===== src/rtl/cpu_bus_arbiter_n.sv =====
// Purpose: arbitrates PORTS masters onto one shared CPU bus (fixed priority or round-robin).
// Latency: request to o_bus_request in 1 cycle; at least 4 cycles per transfer with a zero-wait slave.
// Backpressure: the granted port waits on i_bus_ready (or the optional timeout); others stay pending.
module cpu_bus_arbiter_n #(
  parameter int PORTS   = 2,
  parameter int ADDR_W  = 32,
  parameter int DATA_W  = 32,
  parameter int MODE    = 1,
  parameter int TIMEOUT = 0
) (
  input  logic                      i_clock,
  input  logic                      i_reset,
  input  logic [PORTS-1:0]          i_request,
  input  logic [PORTS-1:0]          i_rw,
  input  logic [PORTS*ADDR_W-1:0]   i_address,
  input  logic [PORTS*DATA_W-1:0]   i_wdata,
  output logic [PORTS-1:0]          o_ready,
  output logic [PORTS-1:0]          o_error,
  output logic [PORTS*DATA_W-1:0]   o_rdata,
  output logic                      o_bus_rw,
  output logic                      o_bus_request,
  input  logic                      i_bus_ready,
  output logic [ADDR_W-1:0]         o_bus_address,
  input  logic [DATA_W-1:0]         i_bus_rdata,
  output logic [DATA_W-1:0]         o_bus_wdata,
  output logic                      o_busy,
  output logic [2:0]                o_grant
);

  // Counter only needs to reach TIMEOUT-1; keep at least one bit when timeout is disabled.
  localparam int CNT_W   = (TIMEOUT > 1) ? $clog2(TIMEOUT) : 1;
  localparam int TO_LAST = (TIMEOUT > 0) ? TIMEOUT - 1 : 0;
  localparam logic [CNT_W-1:0] CNT_LAST = TO_LAST[CNT_W-1:0];

  typedef enum logic [1:0] {IDLE, BUS, ACK} state_t;

  state_t                    state_q;
  logic [2:0]                grant_q;
  logic [2:0]                last_q;
  logic [CNT_W-1:0]          cnt_q;
  logic [PORTS-1:0]          ready_q;
  logic [PORTS-1:0]          error_q;
  logic [PORTS*DATA_W-1:0]   rdata_q;
  logic                      bus_rw_q;
  logic                      bus_req_q;
  logic [ADDR_W-1:0]         bus_addr_q;
  logic [DATA_W-1:0]         bus_wdata_q;

  logic                      win_vld_d;
  logic [2:0]                win_d;
  logic [ADDR_W-1:0]         sel_addr_d;
  logic [DATA_W-1:0]         sel_wdata_d;
  logic                      sel_rw_d;
  logic                      req_g;

  // Position i of the scan order: plain index for fixed priority, rotated past last grant otherwise.
  function automatic int scan_pos(input int i, input logic [2:0] last);
    if (MODE == 0) return i;
    return (int'(last) + 1 + i) % PORTS;
  endfunction

  // Pick the winner: first requesting port in scan order.
  always_comb begin
    win_vld_d = 1'b0;
    win_d     = '0;
    for (int i = 0; i < PORTS; i++) begin
      for (int k = 0; k < PORTS; k++) begin
        if (!win_vld_d && i_request[k] && (scan_pos(i, last_q) == k)) begin
          win_vld_d = 1'b1;
          win_d     = 3'(k);
        end
      end
    end
  end

  // Route the winner's fields to the bus registers and look up the granted port's request.
  always_comb begin
    sel_addr_d  = '0;
    sel_wdata_d = '0;
    sel_rw_d    = 1'b0;
    req_g       = 1'b0;
    for (int k = 0; k < PORTS; k++) begin
      if (win_d == 3'(k)) begin
        sel_addr_d  = i_address[k*ADDR_W +: ADDR_W];
        sel_wdata_d = i_wdata[k*DATA_W +: DATA_W];
        sel_rw_d    = i_rw[k];
      end
      if (grant_q == 3'(k)) req_g = i_request[k];
    end
  end

  // IDLE -> BUS -> ACK -> IDLE handshake FSM with registered outputs.
  always_ff @(posedge i_clock) begin
    if (i_reset) begin
      state_q     <= IDLE;
      grant_q     <= '0;
      last_q      <= 3'(PORTS - 1);
      cnt_q       <= '0;
      ready_q     <= '0;
      error_q     <= '0;
      rdata_q     <= '0;
      bus_rw_q    <= 1'b0;
      bus_req_q   <= 1'b0;
      bus_addr_q  <= '0;
      bus_wdata_q <= '0;
    end else begin
      case (state_q)
        IDLE: begin
          if (win_vld_d) begin
            bus_addr_q  <= sel_addr_d;
            bus_wdata_q <= sel_wdata_d;
            bus_rw_q    <= sel_rw_d;
            bus_req_q   <= 1'b1;
            grant_q     <= win_d;
            cnt_q       <= '0;
            state_q     <= BUS;
          end
        end
        BUS: begin
          if (i_bus_ready) begin
            bus_req_q <= 1'b0;
            for (int k = 0; k < PORTS; k++) begin
              if (grant_q == 3'(k)) begin
                rdata_q[k*DATA_W +: DATA_W] <= i_bus_rdata;
                ready_q[k]                  <= 1'b1;
                error_q[k]                  <= 1'b0;
              end
            end
            state_q <= ACK;
          end else if ((TIMEOUT > 0) && (cnt_q == CNT_LAST)) begin
            // Slave never answered: complete with an error and all-ones data.
            bus_req_q <= 1'b0;
            for (int k = 0; k < PORTS; k++) begin
              if (grant_q == 3'(k)) begin
                rdata_q[k*DATA_W +: DATA_W] <= '1;
                ready_q[k]                  <= 1'b1;
                error_q[k]                  <= 1'b1;
              end
            end
            state_q <= ACK;
          end else begin
            cnt_q <= cnt_q + 1'b1;
          end
        end
        ACK: begin
          // Four-phase close: both the master and the slave must have released.
          if (!req_g && !i_bus_ready) begin
            ready_q <= '0;
            error_q <= '0;
            last_q  <= grant_q;
            state_q <= IDLE;
          end
        end
        default: state_q <= IDLE;
      endcase
    end
  end

  assign o_ready       = ready_q;
  assign o_error       = error_q;
  assign o_rdata       = rdata_q;
  assign o_bus_rw      = bus_rw_q;
  assign o_bus_request = bus_req_q;
  assign o_bus_address = bus_addr_q;
  assign o_bus_wdata   = bus_wdata_q;
  assign o_busy        = (state_q != IDLE);
  assign o_grant       = grant_q;

endmodule


===== config.mk =====
export PLATFORM = sky130hd
export DESIGN_NAME = cpu_bus_arbiter_n
export DESIGN_NICKNAME = d
export VERILOG_FILES = /design/src/rtl/cpu_bus_arbiter_n.sv
export SDC_FILE = /design/constraint.sdc
export NUM_CORES = 1
export LEC_CHECK = 0
export CORE_UTILIZATION = 35
export CTS_CLUSTER_DIAMETER = 30
export DETAILED_ROUTE_END_ITERATION = 10
export HOLD_SLACK_MARGIN = 0.02
export PLACE_DENSITY = 0.77
export SYNTH_ARGS = -nofsm -noshare
export SYNTH_HDL_FRONTEND = slang
export SYNTH_SLANG_ARGS = --single-unit
export TNS_END_PERCENT = 5

===== constraint.sdc =====
create_clock -name i_clock -period 1.45 [get_ports i_clock]
set_input_delay 0.29 -clock i_clock [delete_from_list [all_inputs] [get_ports i_clock]]
set_output_delay 0.29 -clock i_clock [all_outputs]
set_load 0.05 [all_outputs]

## Word level (Yosys, flattened, before mapping)

Index checks and enable logic that the tools add are counted.

- Flip-flop bits (word level): 140
- Output and inout port bits: 138
- Bits of input ports: 167

- Bitwise gates (word level): 2
- Add/subtract/negate cells: 2
- Eq/ne operators: 11
- Reduce and logical (&&, ||, !) cells: 29
- Muxes and demuxes: 30

Operators with widths:

| operator | count |
|---|---|
| 32-bit two-way mux | 4 |
| 32-bit zero test | 2 |
| 1-bit two-way mux | 15 |
| 3-bit AND reduction | 4 |
| 2-bit two-way mux | 5 |
| 2-bit != test (second input constant) | 5 |
| 1-bit logical AND | 8 |
| 2-bit one-hot mux with 2 select lines | 2 |
| 4-bit AND reduction | 2 |
| 2-bit equality test (second input constant) | 3 |
| 3-bit by 1-bit equality test with 1-bit output (second input constant) | 2 |
| 3-bit zero test | 2 |
| 3-bit two-way mux | 2 |
| 2-bit one-hot mux with 3 select lines | 1 |
| 2-bit nonzero test | 3 |
| 1-bit zero test | 5 |
| 2-bit AND reduction | 2 |
| 1-bit adder (second input constant) | 2 |
| 1-bit AND (first input constant) | 2 |
| 2-bit by 1-bit equality test with 1-bit output (second input constant) | 1 |
| 2-bit zero test | 1 |
| 1-bit one-hot mux with 2 select lines | 1 |

## Longest topological paths before layout

Gate-level depths: netlist of run 1.

- Word-level depth: 20
- Gate-level depth with buffers: 7
- Mapped depth without buffers: 4

## Worst setup path after synthesis of run 1

Ideal clock, no wire load.

- Path type: reg2reg
- From: register grant_q[0] (netlist: o_grant[0])
- To: register last_q[0]
- Setup slack: -0.338 ns
- Stages on the path, launching flop included: 4
- Data required time: 1.330 ns
- Data arrival time: 1.668 ns
- Path through: dfxtp_1 mux2_4 or3_1 a211o_1

- Cells in the longest elaborated chain, start to end: 6

Ends and longest elaborated chain:

| element | line | text |
|---|---|---|
| start: declaration | 38 | `logic [2:0] grant_q;` |
| start signal: assignment | 114 | `grant_q <= win_d;` |
| 3-bit zero test | 88 | `if (grant_q == 3'(k)) req_g = i_request[k];` |
| 1-bit two-way mux (2 in a row) | 88 |  |
| 1-bit zero test | 147 | `if (!req_g && !i_bus_ready) begin` |
| 1-bit logical AND | 147 |  |
| 2-bit AND reduction (no source line) | n/a |  |
| end signal: assignment | 97 | `last_q <= 3'(PORTS - 1);` |
| end signal: assignment | 150 | `last_q <= grant_q;` |
| end: declaration | 39 | `logic [2:0] last_q;` |

Parallel ways exist; a longest one is shown, timed or not.
A chain may end at the register's enable or synchronous reset.

## Final worst setup path of run 1

- From: register state_q[1]
- To: output o_busy

- Cells in the longest elaborated chain, start to end: 1

Ends and longest elaborated chain:

| element | line | text |
|---|---|---|
| start: declaration | 37 | `state_t state_q;` |
| start signal: assignment | 95 | `state_q <= IDLE;` |
| start signal: assignment | 116 | `state_q <= BUS;` |
| start signal: assignment | 129 | `state_q <= ACK;` |
| 2-bit nonzero test | 166 | `assign o_busy = (state_q != IDLE);` |
| end: declaration | 26 | `output logic o_busy,` |

Every way passes these cells.

==> results of run 1 <==
==> layout by cell type (no fill, tap or decap) <==
master             n
nor3_1             2
nand2b_1           1
a21boi_4           1
buf_4             15
clkinv_2           1
nand4b_1           1
a211o_1            1
o21ai_0            2
nor4b_1            1
clkinvlp_4         4
dfxtp_4            3
bufinv_16          3
buf_6              4
clkdlybuf4s50_1  164
a21bo_2            1
or3_1              2
clkinv_4           1
nor2_4             2
a2111oi_1          1
a311oi_1          65
or2_2              1
dlymetal6s2s_1     1
and4bb_2           1
mux2_4             1
buf_12           147
and4b_1            1
nand4bb_1          1
inv_2              1
conb_1             4
a21oi_1          131
o31ai_1            2
nand2_1          261
clkbuf_16         17
inv_6              5
a21oi_2            1
inv_8              1
dfxtp_1          133
nor2_1             4
==> report_power, final <==
group	switching (mW)	total, mW	leakage [nW]	internal, mW
Combinational	1.91	3.77	2.69	1.85
Clock	1.75	4.50	0.289	2.74
Sequential	0.312	4.34	1.12	4.03
==> area by class of cell <==
| cell class | count | area share (%) |
|---|---|---|
| Inverter | 1 | 0.0347 |
| Multi-Input combinational cell | 488 | 22.6 |
| Clock inverter | 15 | 1.75 |
| Timing Repair Buffer | 331 | 44.0 |
| Clock buffer | 17 | 3.94 |
| Sequential cell | 136 | 25.3 |
| Tap cell | 211 | 2.44 |
==> final timing paths <==
check | start | to | slack (ps) | depth (start not counted)
worst max-delay path | state_q[1]$_SDFFE_PP0P_ | o_busy | 20 | 3
worst min-delay path | i_reset | o_rdata[56]$_SDFFE_PP0P_ | 300 | 2
worst max register to register | o_grant[0]$_SDFFE_PP0P_ | last_q[0]$_SDFFE_PP1P_ | 80 | 3
worst min register to register | o_rdata[62]$_SDFFE_PP0P_ | o_rdata[62]$_SDFFE_PP0P_ | 490 | 2
==> logic make-up (layout without fill, tap and decap cells) <==
kind of cell / after synthesis / count (layout) / synth area share (%)
other cells: 1 / 4 / 0.0681
simple gates: 278 / 278 / 19.9
buf+inv: 73 / 364 / 6.84
flops: 136 / 136 / 49.4
mux: 1 / 1 / 0.273
compound gates: 205 / 205 / 23.5
==> layer usage <==
metal / share of wire [%] / vias up
met4: 2.9 / 0
met3: 7.8 / 36
met5: 0 / -
met2: 51 / 254
li1: - / 2951
met1: 38 / 2864
==> registers in the layout, summed over array words and instances (netlist names) <==
| register | flops |
|---|---|
| last_q | 1 |
| o_bus_address | 32 |
| o_bus_request | 1 |
| o_bus_rw | 1 |
| o_bus_wdata | 32 |
| o_grant | 1 |
| o_rdata | 64 |
| o_ready | 2 |
| state_q | 2 |
==> critical path, cell delays in order, from the launching register on <==
cell     delay (ps)
dfxtp_4         370
nor2_4          120
inv_2            70
buf_6           160
==> what timing repair did <==
| action | CTS | global route |
|---|---|---|
| pin swaps | 1 | 1 |
| buffers inserted | 1 | 0 |
| resized for setup | 5 | 6 |
| setup endpoints to repair | 1 | 18 |
==> results_dict.tcl, run 1 <==
set metrics [dict create \
    synthTopCellsByArea "dfxtp_1 (49%), nand2_1 (18%), a21oi_1 (12%), a311oi_1 (10%), buf_2 (2.8%)" \
    cts_root_buf "clkbuf_16" \
    fmax_mhz 699 \
    gr-usage-met2_pct 43.5 \
    critPathKind "flip-flop to output pin" \
    core_um2 15300 \
    final_cells 1199 \
    dp.cells 1166 \
    ios 305 \
    crit_fanout 9 \
    worst-endpoint-arrival_ps 1140 \
    clk_path_buf_depth 2 \
    final_util_pct 70.8 \
    seq_area_um2 2730 \
    synth_most_common_cell "nand2_1" \
    dp.final_hpwl_um 14300 \
    synth_area_um2 5510 \
    gp_congestion 0.785 \
    powerDensity_nw_per_um2 1170 \
    ys_ff_latch 136 \
    design_area_um2 10800 \
    htreeDepth 4 \
    holdCritPathClass "input port to flip-flop" \
    portBuffers 300 \
    ys_seq_area_share_pct 49.4 \
    multi_input_area_um2 2440 \
    layout.nets 1142 \
    clk_pin_slew_ps 60 \
    grt-ovfl-total 0 \
    start_kind "flip-flop" \
    cp.required_ps 1160 \
    ys_types 28 \
    dp_slack_ps -416 \
    yosys_warnings 0 \
    drt-total-wl_um 19700 \
    fp.dieW_um 127 \
    start_util_pct 36.1 \
    p_leak_nw 4.10 \
    ctsHoldBuffers 0 \
    whs_ps 296 \
    num_antenna_cells 0 \
    post-route-min-period_ps 1430 \
    vias_per_cell 5.09 \
    drive_gt1_share_pct 21.3 \
    die_height_um 127 \
    fin_tns_setup_ps 0 \
    yosys.area.top_type_share_pct 49.4 \
    slew_viol_final 0 \
    antenna_found_initial 0 \
    rows 45 \
    dieArea_um2 16200 \
    firstDrtPassIters 6 \
    numCtsBuffers 17 \
    vias 6105 \
    cts_tree "done" \
    finalPower_mw 12.6 \
    antenna_left 0 \
    finalSetupViolCount 0 \
    drt_iter0_markers 287 \
    synth_edf_count 0 \
    syn_avg_cell_area_um2 7.94 \
    fin_ws_ps 19.0 \
    fin_crit_sh_pct 98.7 \
    grt_setup_unrepaired "true" \
    ys.flop_type "dfxtp_1" \
    n_fill_cell 1076 \
    synth_top_cell_by_area "dfxtp_1" \
    area.growth.synth_to_final_pct 96.3 \
    grt_busiest_layer "met2" \
    skew_ps 6.33 \
    cts.sinks 136 \
    finalHoldViolations 0 \
    place_area_um2 10200 \
    route.detailed.drc 0 \
    groute.usage.overall_pct 24.5 \
    irDropWorstVdd_mv 0.804 \
    clkLatencyLatePin_ps 410 \
    met1_usage_pct 26.6 \
    grt_max_degree 45 \
    synthTopCellsByCount "nand2_1 (261), dfxtp_1 (136), a21oi_1 (132)" \
    grt_pass1_wl_um 30600 \
    status "complete, no violations" \
    grt_use_met3_pct 7.71 \
    synthArstFlopShare_pct 0 \
    drt-wirelength-per-cell_um 16.4 \
    grt_pass1_vias 5866 \
    syn_inst 694 \
    crit_path_end_kind "output pin" \
    cap_violations 0 \
]
(Power assumes the default switching activity.)
==> inputs of run 2 (changes only) <==
- ABC_CLOCK_PERIOD_IN_PS: default -> 1450
==> results of run 2 <==
The final DEF is identical to that of run 1; final timing and power are the same.
